**config.mk**
```make
export PLATFORM = sky130hd
export DESIGN_NAME = otter_dmem_arbiter_flat
export DESIGN_NICKNAME = d
export VERILOG_FILES = /design/src/rtl/otter_mem_pkg.sv /design/src/rtl/otter_dmem_arbiter_if.sv /design/src/rtl/otter_dmem_align_chk.sv /design/src/rtl/otter_dmem_arbiter.sv /design/src/flat_wrapper.sv
export SDC_FILE = /design/constraint.sdc
export NUM_CORES = 1
export LEC_CHECK = 0
export CAP_MARGIN = 0
export CORE_ASPECT_RATIO = 0.7
export CORE_MARGIN = 2
export CORE_UTILIZATION = 29
export CTS_BUF_LIST = sky130_fd_sc_hd__clkbuf_8
export CTS_CLUSTER_DIAMETER = 60
export DETAILED_ROUTE_END_ITERATION = 10
export PLACE_DENSITY = 0.81
export SYNTH_ARGS = -nofsm -noshare
export SYNTH_HDL_FRONTEND = slang
export SYNTH_SLANG_ARGS = --single-unit
```
**constraint.sdc**
```tcl
create_clock -name CLK -period 1.4 [get_ports CLK]
set_input_delay 0.21 -clock CLK [delete_from_list [all_inputs] [get_ports CLK]]
set_output_delay 0.21 -clock CLK [all_outputs]
set_load 0.02 [all_outputs]
```
**src/rtl/otter_mem_pkg.sv**
```systemverilog
// rtl/otter_mem_pkg.sv - shared types for the OTTER data-memory port
package otter_mem_pkg;

  typedef enum logic [1:0] {
    SZ_BYTE = 2'd0,
    SZ_HALF = 2'd1,
    SZ_WORD = 2'd2
  } size_e;

  localparam logic [31:0] IO_BASE = 32'h1100_0000;

  // size stays a raw 2-bit field so the illegal encoding 3 can be carried and rejected
  typedef struct packed {
    logic        we;
    logic [31:0] addr;
    logic [31:0] din;
    logic [1:0]  size;
    logic        sign;
  } mem_req_t;

endpackage

```
**src/rtl/otter_dmem_arbiter_if.sv**
```systemverilog
// rtl/otter_dmem_arbiter_if.sv - requester and memory port-2 signal bundle
interface otter_dmem_arbiter_if #(
  parameter int ADDR_W = 32
);

  logic              M0_REQ,   M1_REQ;
  logic              M0_WE,    M1_WE;
  logic [ADDR_W-1:0] M0_ADDR,  M1_ADDR;
  logic [31:0]       M0_DIN,   M1_DIN;
  logic [1:0]        M0_SIZE,  M1_SIZE;
  logic              M0_SIGN,  M1_SIGN;
  logic              M0_GNT,   M1_GNT;
  logic              M0_RESP,  M1_RESP;
  logic              M0_ERR,   M1_ERR;
  logic [31:0]       M0_RDATA, M1_RDATA;

  logic [ADDR_W-1:0] MEM_ADDR2;
  logic [31:0]       MEM_DIN2;
  logic              MEM_WRITE2;
  logic              MEM_READ2;
  logic [1:0]        MEM_SIZE;
  logic              MEM_SIGN;
  logic [31:0]       MEM_DOUT2;

  modport slave (
    input  M0_REQ, M1_REQ, M0_WE, M1_WE, M0_ADDR, M1_ADDR,
           M0_DIN, M1_DIN, M0_SIZE, M1_SIZE, M0_SIGN, M1_SIGN,
           MEM_DOUT2,
    output M0_GNT, M1_GNT, M0_RESP, M1_RESP, M0_ERR, M1_ERR,
           M0_RDATA, M1_RDATA,
           MEM_ADDR2, MEM_DIN2, MEM_WRITE2, MEM_READ2, MEM_SIZE, MEM_SIGN
  );

  modport master (
    output M0_REQ, M1_REQ, M0_WE, M1_WE, M0_ADDR, M1_ADDR,
           M0_DIN, M1_DIN, M0_SIZE, M1_SIZE, M0_SIGN, M1_SIGN,
           MEM_DOUT2,
    input  M0_GNT, M1_GNT, M0_RESP, M1_RESP, M0_ERR, M1_ERR,
           M0_RDATA, M1_RDATA,
           MEM_ADDR2, MEM_DIN2, MEM_WRITE2, MEM_READ2, MEM_SIZE, MEM_SIGN
  );

endinterface

```
**src/rtl/otter_dmem_align_chk.sv**
```systemverilog
// rtl/otter_dmem_align_chk.sv - flags accesses the memory cannot perform in one word
module otter_dmem_align_chk
  import otter_mem_pkg::*;
(
  input  mem_req_t i_req,
  output logic     o_err
);

  logic w_unused;

  assign w_unused = ^{i_req.we, i_req.addr[31:2], i_req.din, i_req.sign};

  always_comb begin
    o_err = 1'b0;
    case (i_req.size)
      SZ_BYTE: o_err = 1'b0;
      SZ_HALF: o_err = i_req.addr[0];
      SZ_WORD: o_err = |i_req.addr[1:0];
      default: o_err = 1'b1;
    endcase
  end

endmodule

```
**src/rtl/otter_dmem_arbiter.sv**
```systemverilog
// rtl/otter_dmem_arbiter.sv - two-master arbiter for OTTER memory port 2
// One access per cycle; a one-stage response pipeline routes load data back to its issuer.
module otter_dmem_arbiter
  import otter_mem_pkg::*;
#(
  parameter bit RR_EN  = 1'b1,
  parameter int ADDR_W = 32
) (
  input  logic                 CLK,
  input  logic                 RST_N,
  otter_dmem_arbiter_if.slave  bus
);

  mem_req_t w_req0;
  mem_req_t w_req1;
  mem_req_t w_sel;
  mem_req_t w_out;
  mem_req_t r_hold;

  logic w_gnt0;
  logic w_gnt1;
  logic w_any;
  logic w_err;
  logic w_m0_wins;
  logic w_unused;

  logic r_last;
  logic r_valid;
  logic r_owner;
  logic r_is_read;
  logic r_err;

  always_comb begin
    w_req0      = '0;
    w_req0.we   = bus.M0_WE;
    w_req0.addr = 32'(bus.M0_ADDR);
    w_req0.din  = bus.M0_DIN;
    w_req0.size = bus.M0_SIZE;
    w_req0.sign = bus.M0_SIGN;

    w_req1      = '0;
    w_req1.we   = bus.M1_WE;
    w_req1.addr = 32'(bus.M1_ADDR);
    w_req1.din  = bus.M1_DIN;
    w_req1.size = bus.M1_SIZE;
    w_req1.sign = bus.M1_SIGN;
  end

  // r_last = 1 means M1 was granted most recently, so M0 wins the next contention
  assign w_m0_wins = RR_EN ? r_last : 1'b1;
  assign w_gnt0    = RST_N & bus.M0_REQ & (~bus.M1_REQ | w_m0_wins);
  assign w_gnt1    = RST_N & bus.M1_REQ & ~w_gnt0;
  assign w_any     = w_gnt0 | w_gnt1;
  assign w_sel     = w_gnt1 ? w_req1 : w_req0;

  otter_dmem_align_chk u_align_chk (
    .i_req (w_sel),
    .o_err (w_err)
  );

  always_ff @(posedge CLK or negedge RST_N) begin
    if (!RST_N) begin
      r_last    <= 1'b1;
      r_hold    <= '0;
      r_valid   <= 1'b0;
      r_owner   <= 1'b0;
      r_is_read <= 1'b0;
      r_err     <= 1'b0;
    end else begin
      r_valid <= w_any;
      if (w_any) begin
        r_last    <= w_gnt1;
        r_hold    <= w_sel;
        r_owner   <= w_gnt1;
        r_is_read <= ~w_sel.we;
        r_err     <= w_err;
      end
    end
  end

  // the memory slices the previous load with whatever is on the pins now, so idle cycles replay the last access
  assign w_out    = w_any ? w_sel : r_hold;
  assign w_unused = w_out.we;

  assign bus.MEM_ADDR2  = ADDR_W'(w_out.addr);
  assign bus.MEM_DIN2   = w_out.din;
  assign bus.MEM_SIZE   = w_out.size;
  assign bus.MEM_SIGN   = w_out.sign;
  assign bus.MEM_WRITE2 = w_any &  w_sel.we & ~w_err;
  assign bus.MEM_READ2  = w_any & ~w_sel.we & ~w_err;

  assign bus.M0_GNT  = w_gnt0;
  assign bus.M1_GNT  = w_gnt1;
  assign bus.M0_RESP = r_valid & ~r_owner;
  assign bus.M1_RESP = r_valid &  r_owner;
  assign bus.M0_ERR  = r_valid & ~r_owner & r_err;
  assign bus.M1_ERR  = r_valid &  r_owner & r_err;

  assign bus.M0_RDATA = (r_valid & ~r_owner & r_is_read & ~r_err) ? bus.MEM_DOUT2 : 32'd0;
  assign bus.M1_RDATA = (r_valid &  r_owner & r_is_read & ~r_err) ? bus.MEM_DOUT2 : 32'd0;

endmodule

```
**src/flat_wrapper.sv**
```systemverilog
// flat-port wrapper written by rule: the top's interface ports become plain ports
module otter_dmem_arbiter_flat import otter_mem_pkg::*;
#(
  parameter bit RR_EN  = 1'b1,
  parameter int ADDR_W = 32
)
  (CLK, RST_N, bus_M0_REQ, bus_M1_REQ, bus_M0_WE, bus_M1_WE, bus_M0_ADDR, bus_M1_ADDR, bus_M0_DIN, bus_M1_DIN, bus_M0_SIZE, bus_M1_SIZE, bus_M0_SIGN, bus_M1_SIGN, bus_MEM_DOUT2, bus_M0_GNT, bus_M1_GNT, bus_M0_RESP, bus_M1_RESP, bus_M0_ERR, bus_M1_ERR, bus_M0_RDATA, bus_M1_RDATA, bus_MEM_ADDR2, bus_MEM_DIN2, bus_MEM_WRITE2, bus_MEM_READ2, bus_MEM_SIZE, bus_MEM_SIGN);
  otter_dmem_arbiter_if #(.ADDR_W(ADDR_W)) bus_i ();
  input  logic CLK;
  input  logic RST_N;
  input wire logic [$bits(bus_i.M0_REQ)-1:0] bus_M0_REQ;
  input wire logic [$bits(bus_i.M1_REQ)-1:0] bus_M1_REQ;
  input wire logic [$bits(bus_i.M0_WE)-1:0] bus_M0_WE;
  input wire logic [$bits(bus_i.M1_WE)-1:0] bus_M1_WE;
  input wire logic [$bits(bus_i.M0_ADDR)-1:0] bus_M0_ADDR;
  input wire logic [$bits(bus_i.M1_ADDR)-1:0] bus_M1_ADDR;
  input wire logic [$bits(bus_i.M0_DIN)-1:0] bus_M0_DIN;
  input wire logic [$bits(bus_i.M1_DIN)-1:0] bus_M1_DIN;
  input wire logic [$bits(bus_i.M0_SIZE)-1:0] bus_M0_SIZE;
  input wire logic [$bits(bus_i.M1_SIZE)-1:0] bus_M1_SIZE;
  input wire logic [$bits(bus_i.M0_SIGN)-1:0] bus_M0_SIGN;
  input wire logic [$bits(bus_i.M1_SIGN)-1:0] bus_M1_SIGN;
  input wire logic [$bits(bus_i.MEM_DOUT2)-1:0] bus_MEM_DOUT2;
  output wire logic [$bits(bus_i.M0_GNT)-1:0] bus_M0_GNT;
  output wire logic [$bits(bus_i.M1_GNT)-1:0] bus_M1_GNT;
  output wire logic [$bits(bus_i.M0_RESP)-1:0] bus_M0_RESP;
  output wire logic [$bits(bus_i.M1_RESP)-1:0] bus_M1_RESP;
  output wire logic [$bits(bus_i.M0_ERR)-1:0] bus_M0_ERR;
  output wire logic [$bits(bus_i.M1_ERR)-1:0] bus_M1_ERR;
  output wire logic [$bits(bus_i.M0_RDATA)-1:0] bus_M0_RDATA;
  output wire logic [$bits(bus_i.M1_RDATA)-1:0] bus_M1_RDATA;
  output wire logic [$bits(bus_i.MEM_ADDR2)-1:0] bus_MEM_ADDR2;
  output wire logic [$bits(bus_i.MEM_DIN2)-1:0] bus_MEM_DIN2;
  output wire logic [$bits(bus_i.MEM_WRITE2)-1:0] bus_MEM_WRITE2;
  output wire logic [$bits(bus_i.MEM_READ2)-1:0] bus_MEM_READ2;
  output wire logic [$bits(bus_i.MEM_SIZE)-1:0] bus_MEM_SIZE;
  output wire logic [$bits(bus_i.MEM_SIGN)-1:0] bus_MEM_SIGN;
  assign bus_i.M0_REQ = bus_M0_REQ;
  assign bus_i.M1_REQ = bus_M1_REQ;
  assign bus_i.M0_WE = bus_M0_WE;
  assign bus_i.M1_WE = bus_M1_WE;
  assign bus_i.M0_ADDR = bus_M0_ADDR;
  assign bus_i.M1_ADDR = bus_M1_ADDR;
  assign bus_i.M0_DIN = bus_M0_DIN;
  assign bus_i.M1_DIN = bus_M1_DIN;
  assign bus_i.M0_SIZE = bus_M0_SIZE;
  assign bus_i.M1_SIZE = bus_M1_SIZE;
  assign bus_i.M0_SIGN = bus_M0_SIGN;
  assign bus_i.M1_SIGN = bus_M1_SIGN;
  assign bus_i.MEM_DOUT2 = bus_MEM_DOUT2;
  assign bus_M0_GNT = bus_i.M0_GNT;
  assign bus_M1_GNT = bus_i.M1_GNT;
  assign bus_M0_RESP = bus_i.M0_RESP;
  assign bus_M1_RESP = bus_i.M1_RESP;
  assign bus_M0_ERR = bus_i.M0_ERR;
  assign bus_M1_ERR = bus_i.M1_ERR;
  assign bus_M0_RDATA = bus_i.M0_RDATA;
  assign bus_M1_RDATA = bus_i.M1_RDATA;
  assign bus_MEM_ADDR2 = bus_i.MEM_ADDR2;
  assign bus_MEM_DIN2 = bus_i.MEM_DIN2;
  assign bus_MEM_WRITE2 = bus_i.MEM_WRITE2;
  assign bus_MEM_READ2 = bus_i.MEM_READ2;
  assign bus_MEM_SIZE = bus_i.MEM_SIZE;
  assign bus_MEM_SIGN = bus_i.MEM_SIGN;
  otter_dmem_arbiter #(.RR_EN(RR_EN), .ADDR_W(ADDR_W)) u_core (.CLK(CLK), .RST_N(RST_N), .bus(bus_i));
endmodule
```
# --- Word-level counts from Yosys, hierarchy flattened ---
# Cells that the tools add are included.
totals:
  output_inout_bits: 139
  regBits: 72
op_classes:
  muxes: 5
  eq_ne: 2
  bitwise: 24
  reduce_logical: 2
ops:
  columns: ["op", "n"]
  rows:
  - ["68-bit two-way mux", 1]
  - ["67-bit two-way mux", 1]
  - ["32-bit two-way mux", 2]
  - ["1-bit bitwise AND", 16]
  - ["1-bit inverter", 6]
  - ["1-bit case mux with 3 select lines", 1]
  - ["2-bit by 1-bit == test with 1-bit output, second input constant", 1]
  - ["2-bit == test, second input constant", 1]
  - ["2-bit logical NOT", 1]
  - ["1-bit OR", 2]
  - ["2-bit OR reduction", 1]

# --- Depth between registers and ports, before layout ---
logic_depth:
  depth_word: 10
  ltp_mapped: 6

# --- Modules after synthesis ---
# From an unflattened synthesis, not the netlist that was laid out.
hier_totals:
  hier_cells: 554
  hier_area_um2: 4227.8
by_module_without_submodules:
  columns: ["module", "n_inst", "area_per_inst_um2", "seq_area_each_um2", "cells_each"]
  rows:
  - ["otter_dmem_arbiter", 1, 4209.0, 1803.0, 551]
  - ["otter_dmem_align_chk", 1, 18.8, 0.0, 3]

# --- Worst setup path after synthesis ---
# OpenSTA, ideal clock, no wires.
synth_path:
  path_type: "register -> output"
  start: "reg u_core.r_last"
  end: "out bus_MEM_WRITE2"
  required_time_ps: 1190
  arrival_time_ps: 1461
  n_path_buf: 1
  path_slack_ps: -271
  stages_incl_launch_ff: 5
  cell_sequence: "dfstp_2 a21oi_2 buf_2 or3b_1 a21oi_1"
synth_between:
  elab_chain_cells: 9
synth_lines:
  columns: ["element", "line", "rtl"]
  rows:
  - ["start: declaration", "otter_dmem_arbiter.sv:27", "logic r_last;"]
  - ["start signal: assignment", "otter_dmem_arbiter.sv:72", "r_last <= w_gnt1;"]
  - ["1-bit OR (*)", "otter_dmem_arbiter.sv:51", "assign w_gnt0 = RST_N & bus.M0_REQ & (~bus.M1_REQ | w_m0_wins);"]
  - ["1-bit bitwise AND (*)", "otter_dmem_arbiter.sv:51", null]
  - ["1-bit inverter", "otter_dmem_arbiter.sv:52", "assign w_gnt1 = RST_N & bus.M1_REQ & ~w_gnt0;"]
  - ["1-bit bitwise AND", "otter_dmem_arbiter.sv:52", null]
  - ["68-bit two-way mux", "otter_dmem_arbiter.sv:54", "assign w_sel = w_gnt1 ? w_req1 : w_req0;"]
  - ["2-bit == test (tied with other cells)", "otter_dmem_align_chk.sv:15", "case (i_req.size)"]
  - ["1-bit case mux with 3 select lines", "otter_dmem_align_chk.sv:15", null]
  - ["1-bit inverter", "otter_dmem_arbiter.sv:89", "assign bus.MEM_WRITE2 = w_any & w_sel.we & ~w_err;"]
  - ["1-bit bitwise AND (*)", "otter_dmem_arbiter.sv:89", null]
  - ["end: declaration", "flat_wrapper.sv:34", "output wire logic [$bits(bus_i.MEM_WRITE2)-1:0] bus_MEM_WRITE2;"]
# Every way passes the cells marked *; elsewhere a longest branch is shown, timed or not.

# --- Worst setup path in the final report ---
layout_path:
  start: "reg u_core.r_last"
  end: "out bus_MEM_DIN2[31]"
layout_between:
  elab_chain_cells: 6
layout_lines:
  columns: ["element", "line", "rtl"]
  rows:
  - ["1-bit OR (*)", "otter_dmem_arbiter.sv:51", null]
  - ["1-bit bitwise AND (*)", "otter_dmem_arbiter.sv:51", null]
  - ["1-bit inverter", "otter_dmem_arbiter.sv:52", null]
  - ["1-bit bitwise AND", "otter_dmem_arbiter.sv:52", null]
  - ["68-bit two-way mux / 1-bit OR (equally long branches)", "otter_dmem_arbiter.sv:54, otter_dmem_arbiter.sv:53", null]
  - ["67-bit two-way mux (*)", null, null]
  - ["end: declaration", "flat_wrapper.sv:33", "output wire logic [$bits(bus_i.MEM_DIN2)-1:0] bus_MEM_DIN2;"]
# Marked as above.

==> impl_metrics.ini <==
[global_routing]
grt_max_degree = 37
grt_pass1_wl_mm = 27.5
overflow = 0
first_global_vias = 5062
grt_most_used_layer = met2
grt_use_met3 = 0.0631
gr-usage-met2 = 0.501
grt_use_total = 0.278
grt_antenna_before_repair = 0
grtUsageMet1 = 0.322

[placed_design]
dp_slack_ns = -1.14
portBuffers = 310
gp_congestion = 0.831
dp_hpwl_mm = 11.7

[critical_path]
worst-setup-path-type = reg2out
crit_required_ns = 1.19
crit_path_start_kind = flip-flop
worstPathMaxFanout = 6
crit_arrival_ns = 2.03
worstSetupEndpointType = output pin

[sta]
rsz0062_at_grt = true
slew_headroom = 0.713
max_freq_ghz = 0.446
period_needed_ns = 2.24
period_share = 1.60
hold_viol_final = 0
finalMaxSlewViolations = 0
holdWs_ns = 0.251
finalClockSkew_ns = 0.00960
setup_viol = 207
worstMarginPinSlew_ns = 0.430
final.setup.worst_slack_ns = -0.841

[outcome]
status = finished, violations left
violations = setup timing

[pwr]
switchingPower_w = 0.00276
p_total_w = 0.00874
seqPwrFrac = 0.292
ir_drop_v = 0.000663
power_density_nw_per_um2 = 928
comb_power_share = 0.496
power_leakage_nw = 4.66
clockPowerShare = 0.212
intPower_w = 0.00598
switching_share = 0.316

[clock_network]
cts_made_buffers = 9
cts_root_buf = clkbuf_8
clkTransAtPathRegs_ns = 0.07
clk_path_buf_depth = 2
clk_latency_ns = 0.35
clock-sinks = 72
cts_htree_levels = 3
cts_tree = built

[yosys]
syn_inst = 339
netlist_top_cells_area = dfrtp_1, a222oi_1, and2_1, inv_1, buf_2
netlist_area_um2 = 3540
synth_edf_count = 0
yosys.area.top_type = dfrtp_1
synth-seq-cells = 72
syn_area_per_cell_um2 = 10.4
synth_ff_type = dfrtp_1
synthArstFlopShare = 1.00
yosysWarnings = 0
yosysSeqAreaShare = 0.509
synth_top_area_frac = 0.502
syn_nets = 511
yosysUniqueCellTypes = 28

[detailed_routing]
drt_iter0_markers = 527
num_vias = 4970
drtPass1Iterations = 8
drtAntennaViolNets = 0
drc_errors = 0
postRouteWirelength_mm = 21.5
via_per_inst = 5.05
detail_route.wl_per_cell_um = 21.9

[die]
start_util = 0.300
dieArea_um2 = 13100
coreArea_um2 = 11800
die_w_um = 136
io-pin-count = 311
num_rows = 33
die_h_um = 96.5

[layout]
area_growth_pct = 166
final_cell_mix = buf_6, clkdlybuf4s50_1, buf_4
n_antenna_cell = 0
final-seq-area_um2 = 1800
layout_commonest_cell = buf_6
utilization = 0.798
drive_gt1_frac = 0.522
nNetsFinal = 994
nFillCells = 660
multi_input_area_um2 = 1590

[worst_hold_path]
hp-class = in2reg

[flow_run]
maxCapViolations = 0
## Yosys cell counts, types with 2 or more instances
master / number
a21oi_1: 5
mux2i_1: 4
clkbuf_1: 5
nand2_1: 10
buf_2: 17
buf_6: 7
nor2_1: 2
a222oi_1: 63
and2_1: 66
o21ai_1: 5
or3b_1: 2
dfrtp_1: 71
inv_1: 65
nor3_1: 2
and3b_1: 2
## logic make-up after synthesis
kind of cell	share of synthesized area
flip-flops	0.509
AO/OA/AOI/OAI	0.205
AND/OR/NAND/NOR	0.151
multiplexers	0.0145
buffers and inverters	0.120
## layout make-up
cell class | count | area share
clock buffers | 10 | 0.0146
clock inverters | 6 | 0.00876
inverters | 65 | 0.0259
multi-input cells | 173 | 0.168
flip-flops and latches | 72 | 0.191
well taps | 157 | 0.0208
repair buffers | 501 | 0.570
## power groups by stage
stage | Clock, W | Combinational (W) | Sequential, W
after floorplan | 0 | 0.00119 | 0.00252
after global placement | 0 | 0.00279 | 0.00255
after detailed placement | 0 | 0.00285 | 0.00256
after CTS | 0.00189 | 0.00380 | 0.00253
after global routing | 0.00197 | 0.00456 | 0.00258
final | 0.00186 | 0.00433 | 0.00255
## stage by stage
stage / setup TNS, ns / instances / area (µm²)
final: -106.37 / 984 / 9420
after global routing: -120.68 / 984 / 9420
after CTS: -100.20 / 967 / 8760
after detailed placement: -131.18 / 826 / 7200
after global placement: -120.44 / 826 / 7200
after floorplan: -4.90 / 339 / 3640
## critical path: stages, from the launching register on
cell and delay (ns):
dfstp_2 0.39, inv_2 0.07, a21oi_4 0.08, buf_8 0.15, buf_16 0.14, buf_6 0.11, a222oi_1 0.40, inv_1 0.18
buf_6 0.17
## registers in the layout (all words and copies together) (netlist names)
register / flops
u_core.r_owner: 1
u_core.r_valid: 1
u_core.r_hold: 67
u_core.r_last: 1
u_core.r_is_read: 1
u_core.r_err: 1
## layer usage
layer / part of all wire / vias to the layer above
met5: 0 / -
met4: 0.035 / 0
met3: 0.082 / 60
met2: 0.51 / 287
li1: - / 2203
met1: 0.37 / 2420
## worst paths after layout
| path | startpoint | to | slack (ns) | cells past startpoint |
|---|---|---|---|---|
| min in group asynchronous | RST_N | u_core.r_hold[0]$_DFF_PN0_ | 0.48 | 4 |
| worst max-delay path | u_core.r_last$_DFFE_PN1N_ | bus_MEM_DIN2[31] | -0.84 | 8 |
| worst min-delay path | RST_N | u_core.r_last$_DFFE_PN1N_ | 0.25 | 4 |
| worst max register to register | u_core.r_last$_DFFE_PN1N_ | u_core.r_hold[4]$_DFF_PN0_ | -0.82 | 10 |
| max in group asynchronous | RST_N | u_core.r_hold[63]$_DFF_PN0_ | 0.48 | 3 |
| worst min register to register | u_core.r_hold[36]$_DFF_PN0_ | u_core.r_hold[36]$_DFF_PN0_ | 0.49 | 2 |
## repair_timing
action | in CTS | in global routing
gates resized for setup | 759 | 258
setup buffers | 113 | 52
hold endpoints to repair | 71 | 0
setup endpoints to repair | 189 | 205
hold buffers | 2 | 0
cloned | 10 | 5
pin swaps | 59 | 64
Note: power is estimated with default switching activity, not from simulation.
